## src/rtl/alu_issue_queue_pkg.sv

```systemverilog
// rtl/alu_issue_queue_pkg.sv - shared entry type, ALU op indices and default widths
package alu_issue_queue_pkg;

  localparam int TYPE_W = 10;
  localparam int PREG_W = 6;
  localparam int ROB_W  = 6;

  // One-hot bit positions within alu_type
  localparam int ALU_ADD  = 0;
  localparam int ALU_SLT  = 1;
  localparam int ALU_SLTU = 2;
  localparam int ALU_XOR  = 3;
  localparam int ALU_OR   = 4;
  localparam int ALU_AND  = 5;
  localparam int ALU_SLL  = 6;
  localparam int ALU_SRL  = 7;
  localparam int ALU_SRA  = 8;
  localparam int ALU_SUB  = 9;

  typedef struct packed {
    logic              valid;
    logic [TYPE_W-1:0] alu_type;
    logic [PREG_W-1:0] prs1;
    logic [PREG_W-1:0] prs2;
    logic              rdy1;
    logic              rdy2;
    logic [PREG_W-1:0] prd;
    logic [ROB_W-1:0]  robidx;
  } iq_entry_t;

endpackage

```

## src/rtl/alu_iq_select.sv

```systemverilog
// rtl/alu_iq_select.sv - one-hot grant of a ready entry; oldest-first when ALU_IQ_AGE_SELECT_EN
module alu_iq_select
  import alu_issue_queue_pkg::*;
#(
  parameter int DEPTH = 8
) (
  input  logic [DEPTH-1:0]            ready,
`ifdef ALU_IQ_AGE_SELECT_EN
  input  logic [DEPTH-1:0][DEPTH-1:0] older,
`endif
  output logic [DEPTH-1:0]            grant
);

  always_comb begin
    grant = '0;
`ifdef ALU_IQ_AGE_SELECT_EN
    // older[i][j] set means entry j was enqueued before entry i
    for (int i = 0; i < DEPTH; i++) begin
      grant[i] = ready[i] & !(|(ready & older[i]));
    end
`else
    for (int i = DEPTH - 1; i >= 0; i--) begin
      if (ready[i]) begin
        grant    = '0;
        grant[i] = 1'b1;
      end
    end
`endif
  end

endmodule

```

## src/rtl/alu_issue_queue.sv

```systemverilog
// rtl/alu_issue_queue.sv - ALU reservation station with tag wakeup and single-issue select
// ALU_IQ_AGE_SELECT_EN: oldest-first select via age matrix; undefined: lowest index wins
module alu_issue_queue
  import alu_issue_queue_pkg::*;
#(
  parameter int DEPTH  = 8,
  parameter int PREG_W = alu_issue_queue_pkg::PREG_W,
  parameter int ROB_W  = alu_issue_queue_pkg::ROB_W,
  parameter int TYPE_W = alu_issue_queue_pkg::TYPE_W
) (
  input  logic                       clock,
  input  logic                       reset_n,
  input  logic                       flush,
  input  logic                       enq_valid,
  output logic                       enq_ready,
  input  logic [TYPE_W-1:0]          enq_alu_type,
  input  logic [PREG_W-1:0]          enq_prs1,
  input  logic [PREG_W-1:0]          enq_prs2,
  input  logic                       enq_src1_rdy,
  input  logic                       enq_src2_rdy,
  input  logic [PREG_W-1:0]          enq_prd,
  input  logic [ROB_W-1:0]           enq_robidx,
  input  logic                       wb_valid,
  input  logic [PREG_W-1:0]          wb_prd,
  output logic                       issue_valid,
  input  logic                       issue_ready,
  output logic [TYPE_W-1:0]          issue_alu_type,
  output logic [PREG_W-1:0]          issue_prs1,
  output logic [PREG_W-1:0]          issue_prs2,
  output logic [PREG_W-1:0]          issue_prd,
  output logic [ROB_W-1:0]           issue_robidx,
  output logic [$clog2(DEPTH):0]     count
);

  localparam int IDX_W = $clog2(DEPTH);
  localparam int CNT_W = IDX_W + 1;

  logic [DEPTH-1:0]  valid_q, valid_d, rdy1_q, rdy1_d, rdy2_q, rdy2_d;
  logic [TYPE_W-1:0] type_q [DEPTH];
  logic [TYPE_W-1:0] type_d [DEPTH];
  logic [PREG_W-1:0] prs1_q [DEPTH];
  logic [PREG_W-1:0] prs1_d [DEPTH];
  logic [PREG_W-1:0] prs2_q [DEPTH];
  logic [PREG_W-1:0] prs2_d [DEPTH];
  logic [PREG_W-1:0] prd_q  [DEPTH];
  logic [PREG_W-1:0] prd_d  [DEPTH];
  logic [ROB_W-1:0]  rob_q  [DEPTH];
  logic [ROB_W-1:0]  rob_d  [DEPTH];
  logic [CNT_W-1:0]  count_q, count_d;

  logic [DEPTH-1:0]  ready_vec, grant;
  logic [IDX_W-1:0]  free_idx;
  logic              enq_fire, issue_fire;

  assign enq_ready   = (count_q < CNT_W'(DEPTH));
  assign count       = count_q;
  assign ready_vec   = valid_q & rdy1_q & rdy2_q;
  assign issue_valid = (|ready_vec) & !flush;
  assign enq_fire    = enq_valid & enq_ready & !flush;
  assign issue_fire  = issue_valid & issue_ready;

`ifdef ALU_IQ_AGE_SELECT_EN
  logic [DEPTH-1:0][DEPTH-1:0] older_q, older_d;

  // New entry is youngest: clear its column so stale bits from a previous occupant vanish
  always_comb begin
    older_d = older_q;
    if (enq_fire) begin
      for (int k = 0; k < DEPTH; k++) older_d[k][free_idx] = 1'b0;
      older_d[free_idx] = valid_q;
      older_d[free_idx][free_idx] = 1'b0;
    end
  end

  always_ff @(posedge clock or negedge reset_n) begin
    if (!reset_n) older_q <= '0;
    else          older_q <= older_d;
  end

  alu_iq_select #(.DEPTH(DEPTH)) u_select (.ready(ready_vec), .older(older_q), .grant(grant));
`else
  alu_iq_select #(.DEPTH(DEPTH)) u_select (.ready(ready_vec), .grant(grant));
`endif

  always_comb begin
    free_idx = '0;
    for (int i = DEPTH - 1; i >= 0; i--) begin
      if (!valid_q[i]) free_idx = IDX_W'(i);
    end
  end

  always_comb begin
    valid_d = valid_q;
    rdy1_d  = rdy1_q;
    rdy2_d  = rdy2_q;
    type_d  = type_q;
    prs1_d  = prs1_q;
    prs2_d  = prs2_q;
    prd_d   = prd_q;
    rob_d   = rob_q;
    if (wb_valid) begin
      for (int i = 0; i < DEPTH; i++) begin
        if (valid_q[i] && prs1_q[i] == wb_prd) rdy1_d[i] = 1'b1;
        if (valid_q[i] && prs2_q[i] == wb_prd) rdy2_d[i] = 1'b1;
      end
    end
    if (issue_fire) valid_d = valid_d & ~grant;
    // Same-cycle broadcast is folded in so a dispatch racing its producer is not lost
    if (enq_fire) begin
      valid_d[free_idx] = 1'b1;
      type_d[free_idx]  = enq_alu_type;
      prs1_d[free_idx]  = enq_prs1;
      prs2_d[free_idx]  = enq_prs2;
      prd_d[free_idx]   = enq_prd;
      rob_d[free_idx]   = enq_robidx;
      rdy1_d[free_idx]  = enq_src1_rdy | (enq_prs1 == '0) | (wb_valid & (enq_prs1 == wb_prd));
      rdy2_d[free_idx]  = enq_src2_rdy | (enq_prs2 == '0) | (wb_valid & (enq_prs2 == wb_prd));
    end
    if (flush) valid_d = '0;
  end

  always_comb begin
    count_d = count_q;
    if (flush)                         count_d = '0;
    else if (enq_fire && !issue_fire)  count_d = count_q + 1'b1;
    else if (!enq_fire && issue_fire)  count_d = count_q - 1'b1;
  end

  always_ff @(posedge clock or negedge reset_n) begin
    if (!reset_n) begin
      valid_q <= '0;
      rdy1_q  <= '0;
      rdy2_q  <= '0;
      count_q <= '0;
      for (int i = 0; i < DEPTH; i++) begin
        type_q[i] <= '0;
        prs1_q[i] <= '0;
        prs2_q[i] <= '0;
        prd_q[i]  <= '0;
        rob_q[i]  <= '0;
      end
    end else begin
      valid_q <= valid_d;
      rdy1_q  <= rdy1_d;
      rdy2_q  <= rdy2_d;
      count_q <= count_d;
      type_q  <= type_d;
      prs1_q  <= prs1_d;
      prs2_q  <= prs2_d;
      prd_q   <= prd_d;
      rob_q   <= rob_d;
    end
  end

  always_comb begin
    issue_alu_type = '0;
    issue_prs1     = '0;
    issue_prs2     = '0;
    issue_prd      = '0;
    issue_robidx   = '0;
    for (int i = 0; i < DEPTH; i++) begin
      if (issue_valid && grant[i]) begin
        issue_alu_type = issue_alu_type | type_q[i];
        issue_prs1     = issue_prs1 | prs1_q[i];
        issue_prs2     = issue_prs2 | prs2_q[i];
        issue_prd      = issue_prd | prd_q[i];
        issue_robidx   = issue_robidx | rob_q[i];
      end
    end
  end

endmodule

```

## config.mk

```make
export PLATFORM = sky130hd
export DESIGN_NAME = alu_issue_queue
export DESIGN_NICKNAME = d
export VERILOG_FILES = /design/src/rtl/alu_issue_queue_pkg.sv /design/src/rtl/alu_iq_select.sv /design/src/rtl/alu_issue_queue.sv
export SDC_FILE = /design/constraint.sdc
export NUM_CORES = 1
export LEC_CHECK = 0
export CAP_MARGIN = 20
export CELL_PAD_IN_SITES_DETAIL_PLACEMENT = 0
export CELL_PAD_IN_SITES_GLOBAL_PLACEMENT = 1
export CORE_AREA = 5 5 299 155
export CTS_BUF_LIST = sky130_fd_sc_hd__clkbuf_8
export DETAILED_ROUTE_END_ITERATION = 12
export DIE_AREA = 0 0 304 160
export GPL_TIMING_DRIVEN = 0
export PLACE_DENSITY = 0.6
export SYNTH_ARGS = -nofsm -noshare
export SYNTH_HDL_FRONTEND = slang
export SYNTH_SLANG_ARGS = --single-unit
```

## constraint.sdc

```tcl
create_clock -name clock -period 7.34 [get_ports clock]
set_input_delay 1.101 -clock clock [delete_from_list [all_inputs] [get_ports clock]]
set_output_delay 1.101 -clock clock [all_outputs]
set_load 0.005 [all_outputs]
```

* Yosys cells after proc, flatten, opt, wreduce, memory -nomap -nowiden
Cells that the tools add are included.
Operators by class: add/subtract/negate cells 2, $lt $le $gt $ge 5, equal/unequal tests 18, mux-type cells 95, bitwise gates (word level) 51, reduce and logical (&&, ||, !) cells 35
Operator list (number):
- 6-bit two-way mux | 33
- 48-bit bitwise mux | 4
- 6-bit OR | 28
- 8-bit two-way mux | 15
- 6-bit equality test | 18
- 10-bit two-way mux | 9
- 80-bit bitwise mux | 1
- 10-bit OR | 7
- 10-bit demux with 3-bit select | 1
- 1-bit logical AND | 28
- 8-bit AND | 3
- 3-bit two-way mux | 8
- 6-bit demux with 3-bit select | 1
- 1-bit two-way mux | 17
- 8-bit bitwise mux | 2
- 6-bit logical NOT | 2
- 4-bit two-way mux | 3
- 8-bit inverter | 1
- 8-bit OR | 1
- 8-bit OR reduction | 1
- 1-bit AND | 6
- 4-bit by 1-bit adder with 4-bit output (second input constant) | 1
- 4-bit >= comparator (second input constant) | 1
- 3-bit by 4-bit less-than comparator with 1-bit output (second input constant) | 1
- other kinds (9) | 14
Word-level totals: bits in registers 300, output and inout port bits 40, word-level logic and storage cells 250

* Logic depth before layout (Yosys ltp)
depth in word-level cells 26, mapped depth 12

* Cells and area by module
From an unflattened synthesis, not the netlist that was laid out.
Second synthesis, totals: cell total of the unflattened synthesis 1259, area total of the unflattened synthesis 14555.2 µm²
Modules (own cells, without submodules):
- alu_issue_queue | instances 1, cells an instance 1249, area an instance 14471.4 µm²
- alu_iq_select | instances 1, cells an instance 10, area an instance 83.8 µm²

* Worst setup path before layout
Ideal clock, no wire load.
path kind input -> output, start point input flush, end point output issue_alu_type[0], data arrival time 2.321 ns, required time 6.239 ns, setup slack 3.918 ns, stages on the path 6, path buffers 3, cells stage by stage clkbuf_1 > inv_1 > clkbuf_1 > o21ai_1 > clkbuf_1 > o22ai_1
On the way: word-level cells in the longest chain between the ends 18, elaborated cells between the ends (all ways) 25, classes of those cells 8 x mux; 8 x bitwise; 9 x reduce/logical
RTL lines:
- start, declared | line alu_issue_queue.sv:13 | input logic flush,
- 1-bit logical NOT * | line alu_issue_queue.sv:58 | assign issue_valid = (|ready_vec) & !flush;
- 1-bit AND * | line alu_issue_queue.sv:58
- 1-bit logical AND | line alu_issue_queue.sv:162 | if (issue_valid && grant[i]) begin
- 10-bit two-way mux | line alu_issue_queue.sv:162
- 10-bit OR | line alu_issue_queue.sv:163 | issue_alu_type = issue_alu_type | type_q[i];
- 10-bit two-way mux | line alu_issue_queue.sv:162
- 10-bit OR | line alu_issue_queue.sv:163
- 10-bit two-way mux | line alu_issue_queue.sv:162
- [2 not listed]
- 10-bit OR | line alu_issue_queue.sv:163
- 10-bit two-way mux | line alu_issue_queue.sv:162
- 10-bit OR | line alu_issue_queue.sv:163
- 10-bit two-way mux | line alu_issue_queue.sv:162
- 10-bit OR | line alu_issue_queue.sv:163
- 10-bit two-way mux | line alu_issue_queue.sv:162
- 10-bit OR | line alu_issue_queue.sv:163
- 10-bit two-way mux * | line alu_issue_queue.sv:162
- end, declared | line alu_issue_queue.sv:27 | output logic [TYPE_W-1:0] issue_alu_type,
Every way passes the cells marked *; elsewhere a longest branch is shown, timed or not.

* Worst setup path in the final report
start point register valid_q[2], end point output issue_prs2[4]
On the way: word-level cells in the longest chain between the ends 21, elaborated cells between the ends (all ways) 30, classes of those cells 11 x mux; 10 x bitwise; 9 x reduce/logical
RTL lines:
- start, declared | line alu_issue_queue.sv:38 | logic [DEPTH-1:0] valid_q, valid_d, rdy1_q, rdy1_d, rdy2_q, rdy2_d;
- start signal, assigned | line alu_issue_queue.sv:143 | valid_q <= valid_d;
- 8-bit AND * (2 in a row) | line alu_issue_queue.sv:57 | assign ready_vec = valid_q & rdy1_q & rdy2_q;
- 8-bit two-way mux (3 in a row) | line alu_iq_select.sv:23 | if (ready[i]) begin
- 1-bit logical AND | line alu_issue_queue.sv:162
- 6-bit two-way mux | line alu_issue_queue.sv:162
- 6-bit OR | line alu_issue_queue.sv:165 | issue_prs2 = issue_prs2 | prs2_q[i];
- 6-bit two-way mux | line alu_issue_queue.sv:162
- 6-bit OR | line alu_issue_queue.sv:165
- 6-bit two-way mux | line alu_issue_queue.sv:162
- [2 not listed]
- 6-bit OR | line alu_issue_queue.sv:165
- 6-bit two-way mux | line alu_issue_queue.sv:162
- 6-bit OR | line alu_issue_queue.sv:165
- 6-bit two-way mux | line alu_issue_queue.sv:162
- 6-bit OR | line alu_issue_queue.sv:165
- 6-bit two-way mux | line alu_issue_queue.sv:162
- 6-bit OR | line alu_issue_queue.sv:165
- 6-bit two-way mux * | line alu_issue_queue.sv:162
- end, declared | line alu_issue_queue.sv:29 | output logic [PREG_W-1:0] issue_prs2,
Marked as above.

==> metrics list <==
- Fraction of layout instances using a drive strength above 1: 25.1%
- For this run the aggregate overflow at the end of global routing stands at 0.
* Post-place setup slack: 1800 ps
* Die extent in y: 160 µm
- Hold Buf Count CTS: 0
* Final Setup Violations: 0
- 0 antenna diodes ended up in the layout.
* Worst hold path class: flip-flop to flip-flop
* Power Total: 4.12 mW
* Via count of the first global-routing pass: 11818
- Based on the critical path, the design can be clocked at up to 177 MHz.
* WL/cell: 24.2 µm
- The core region is 0.0432 mm².
- TritonCTS clock tree: yes
* Prevailing post-synth register cell: dfrtp_1
- Detailed router's first-iteration violation count: 906
* Number of placement rows: 54
- STA classifies the critical path startpoint as a flip-flop.
* Number of search-and-repair iterations in the first detailed-routing pass: 5
- Kind of end point of the critical path: output pin
- Final nets: 1474
- Cell area after synthesis: 0.0149 mm²
* Met1 usage: 28.6%
* Hold Slack: 489 ps
* Crit path arrival time: 4540 ps
- Cell count after synthesis: 1299
- Number of synthesized flops with an enable pin: 0
* Count of state elements after synthesis: 300
- The number of max-slew violations in the final report is 0.
* Number of buffers on the longest clock path: 3
- For this design the ratio of total power to cell area is 237 mW/mm².
- The die covers 0.0486 mm².
- In the finished design, the share of the clock period the worst path needs comes to 76.8%.
- Setup TNS: 0 ps
- During I/O placement, the number of pins put on the boundary was 88.
- Number of buffer and inverter instances along the worst setup path: 3
- Across the run, the number of max-cap violations was 0.
- Maximum fanout along the worst path: 10
* Clk_skew: 25.2 ps
* Total DRC errors in the routed layout: 0
- For met3 alone, demand over resource in global routing was 3.36%.
* Clock insertion delay at the later pin of the skew report: 610 ps
- The die is 304 µm wide.
- Counting stages on the worst path, the most repeated cell is clkbuf_1.
* Tmin final: 5640 ps
* List of cells traversed by the critical path: and3_1 -> clkbuf_1 -> nor3_1 -> nand2_1 -> o21ai_1 -> clkbuf_1 -> o22ai_1 -> clkdlybuf4s50_1
* Routed wire length: 49600 µm
- Synthesized Nets: 1350
- First-pass GRT wire length: 75200 µm
* Antenna violations before repair: 0
- Post-CTS Repair Setup Buffers: 0
* CTS resizes: 0
- On the critical path the largest part of the delay comes from buffers and inverters.
- Most Used Layer, Global Route: met2
- Status: finished clean
* Cell area after placement: 0.0164 mm²
* Share of the core filled with cells: 40.3%
* Total placed cells including tap cells: 1958
- Maximum resistive drop on vdd: 0.123 mV
- Initial Util: 34.6%
- Final worst setup slack: 1700 ps
- Buffer cell driving the clock tree root: clkbuf_8
* CP max stage delay: 860 ps
* Global-route usage over all layers: 19.9%
- Global Route met2 Usage: 31.1%
* Worst Max-Slew Pin Slew: 1120 ps
- Worst endpoint required time: 6240 ps
* Clock-pin slew reported for the worst setup and hold paths after clock tree synthesis: 60 ps
- The count of final hold-check violations is 0.
- # H-tree levels: 2
- Critical path's slowest cell: o21ai_1
- Number of buffers created by CTS: 49
* Number of warnings printed during yosys synthesis: 0
- Input/output buffers: 68
* Distinct cell type count of the synthesized netlist: 48
- Setup repair after global routing left no endpoint under its margin.
- Sequential elements use 50.3% of the synthesized area.
- Leakage power: 7.66 nW
* Sum of net half-perimeters after detailed placement: 34800 µm
- Dividing the synthesized area by the synthesized cell count gives 11.5 µm².
* Final cell count without fillers: 2045
- Entering global routing, the biggest net connects 111 pins.
* Final weighted congestion of routability-driven global placement: 0.906
- Worst slew margin relative to its limit: 25.4%
- Proportion of register bits with asynchronous set or reset after synthesis: 100%
- The area growth from synthesis to layout is 16.5%.
* Via/cell ratio: 5.48
* Number of antenna-violating nets in the routed design: 0
* Critical path class: flip-flop to output pin
- Fin area: 0.0174 mm²
- For this design, the sink count on the clock tree is 300.
- Vias after detailed routing: 11207
[metal layers]
layer | part of all wire [%] | up-vias
li1 | - | 4978
met2 | 45 | 329
met3 | 5.1 | 106
met1 | 47 | 5794
met5 | 0 | -
met4 | 2.7 | 0
[layout by cell type (no fill, tap or decap), types with 45 or more instances in the layout]
| cell | count |
|---|---|
| a21oi_1 | 111 |
| clkbuf_1 | 80 |
| clkbuf_8 | 59 |
| clkdlybuf4s50_1 | 67 |
| dfrtp_1 | 300 |
| mux2_2 | 266 |
| nand2_1 | 58 |
| nand3_1 | 78 |
| nor2_1 | 47 |
| xnor2_1 | 45 |
| xor2_1 | 63 |
[cell type report]
cell class,instances,area (µm²)
timing repair buffer,73,777
buffer,106,455
clock inverter,27,146
tap,588,736
inverter,5,18.8
sequential,300,7510
fill,4171,25800
multi-input combinational,888,6960
clock buffer,58,798
[synth_stat cells (all sizes together), types with 2 or more instances]
library cell / number / area [µm²]
a311oi: 2 / 17.5
nor2b: 2 / 12.5
dfrtp: 300 / 7510
and3: 8 / 50.1
or3: 3 / 18.8
nor3: 10 / 50.1
nand3: 78 / 390
o211ai: 2 / 15.0
inv: 5 / 18.8
buf: 26 / 155
xnor2: 45 / 394
nand2: 58 / 218
xor2: 63 / 552
nand4: 6 / 37.5
nor4: 19 / 119
mux2: 272 / 3060
ha: 2 / 25.0
a41oi: 12 / 105
a211oi: 35 / 263
o22ai: 34 / 213
o31ai: 2 / 20.0
nor2: 47 / 176
o21ai: 5 / 25.0
mux2i: 13 / 130
a21o: 2 / 15.0
or4: 8 / 60.1
a22oi: 34 / 255
o221a: 2 / 22.5
clkbuf: 80 / 300
a21oi: 111 / 556
a21boi: 2 / 15.0
[report_power, final]
group          internal [mW]  leakage [nW]  switching (mW)
Clock                  0.751         0.567           0.701
Sequential              1.86          4.04           0.164
Combinational          0.315          3.06           0.330
[registers in the layout, indices dropped and copies added, names as in the netlist]
name and flops:
count 4, prd_q 48, prs1_q 48, prs2_q 48
rdy1_q 8, rdy2_q 8, rob_q 48, type_q 80
valid_q 8
[final timing paths]
path / to / startpoint / cells after the start / slack (ps)
hold reg to reg: rob_q[15]$_DFFE_PN0P_ / rob_q[15]$_DFFE_PN0P_ / 1 / 490
setup / recovery: issue_prs2[4] / valid_q[2]$_DFF_PN0_ / 8 / 1700
min in group asynchronous: type_q[4]$_DFFE_PN0P_ / reset_n / 1 / 510
setup reg to reg: count[3]$_DFFE_PN0P_ / valid_q[2]$_DFF_PN0_ / 11 / 3530
hold / removal: rob_q[15]$_DFFE_PN0P_ / rob_q[15]$_DFFE_PN0P_ / 1 / 490
max in group asynchronous: prs2_q[2]$_DFFE_PN0P_ / reset_n / 3 / 5330
[kinds of logic after synthesis]
kind of cell / count (synthesis) / synth area share, %
mux: 285 / 21.4
buf+inv: 111 / 3.17
simple gates: 242 / 7.87
xor+xnor: 109 / 6.48
flops: 300 / 50.3
compound gates: 249 / 10.5
fa+ha+maj: 3 / 0.302
Note: power is estimated with default switching activity, not from simulation.
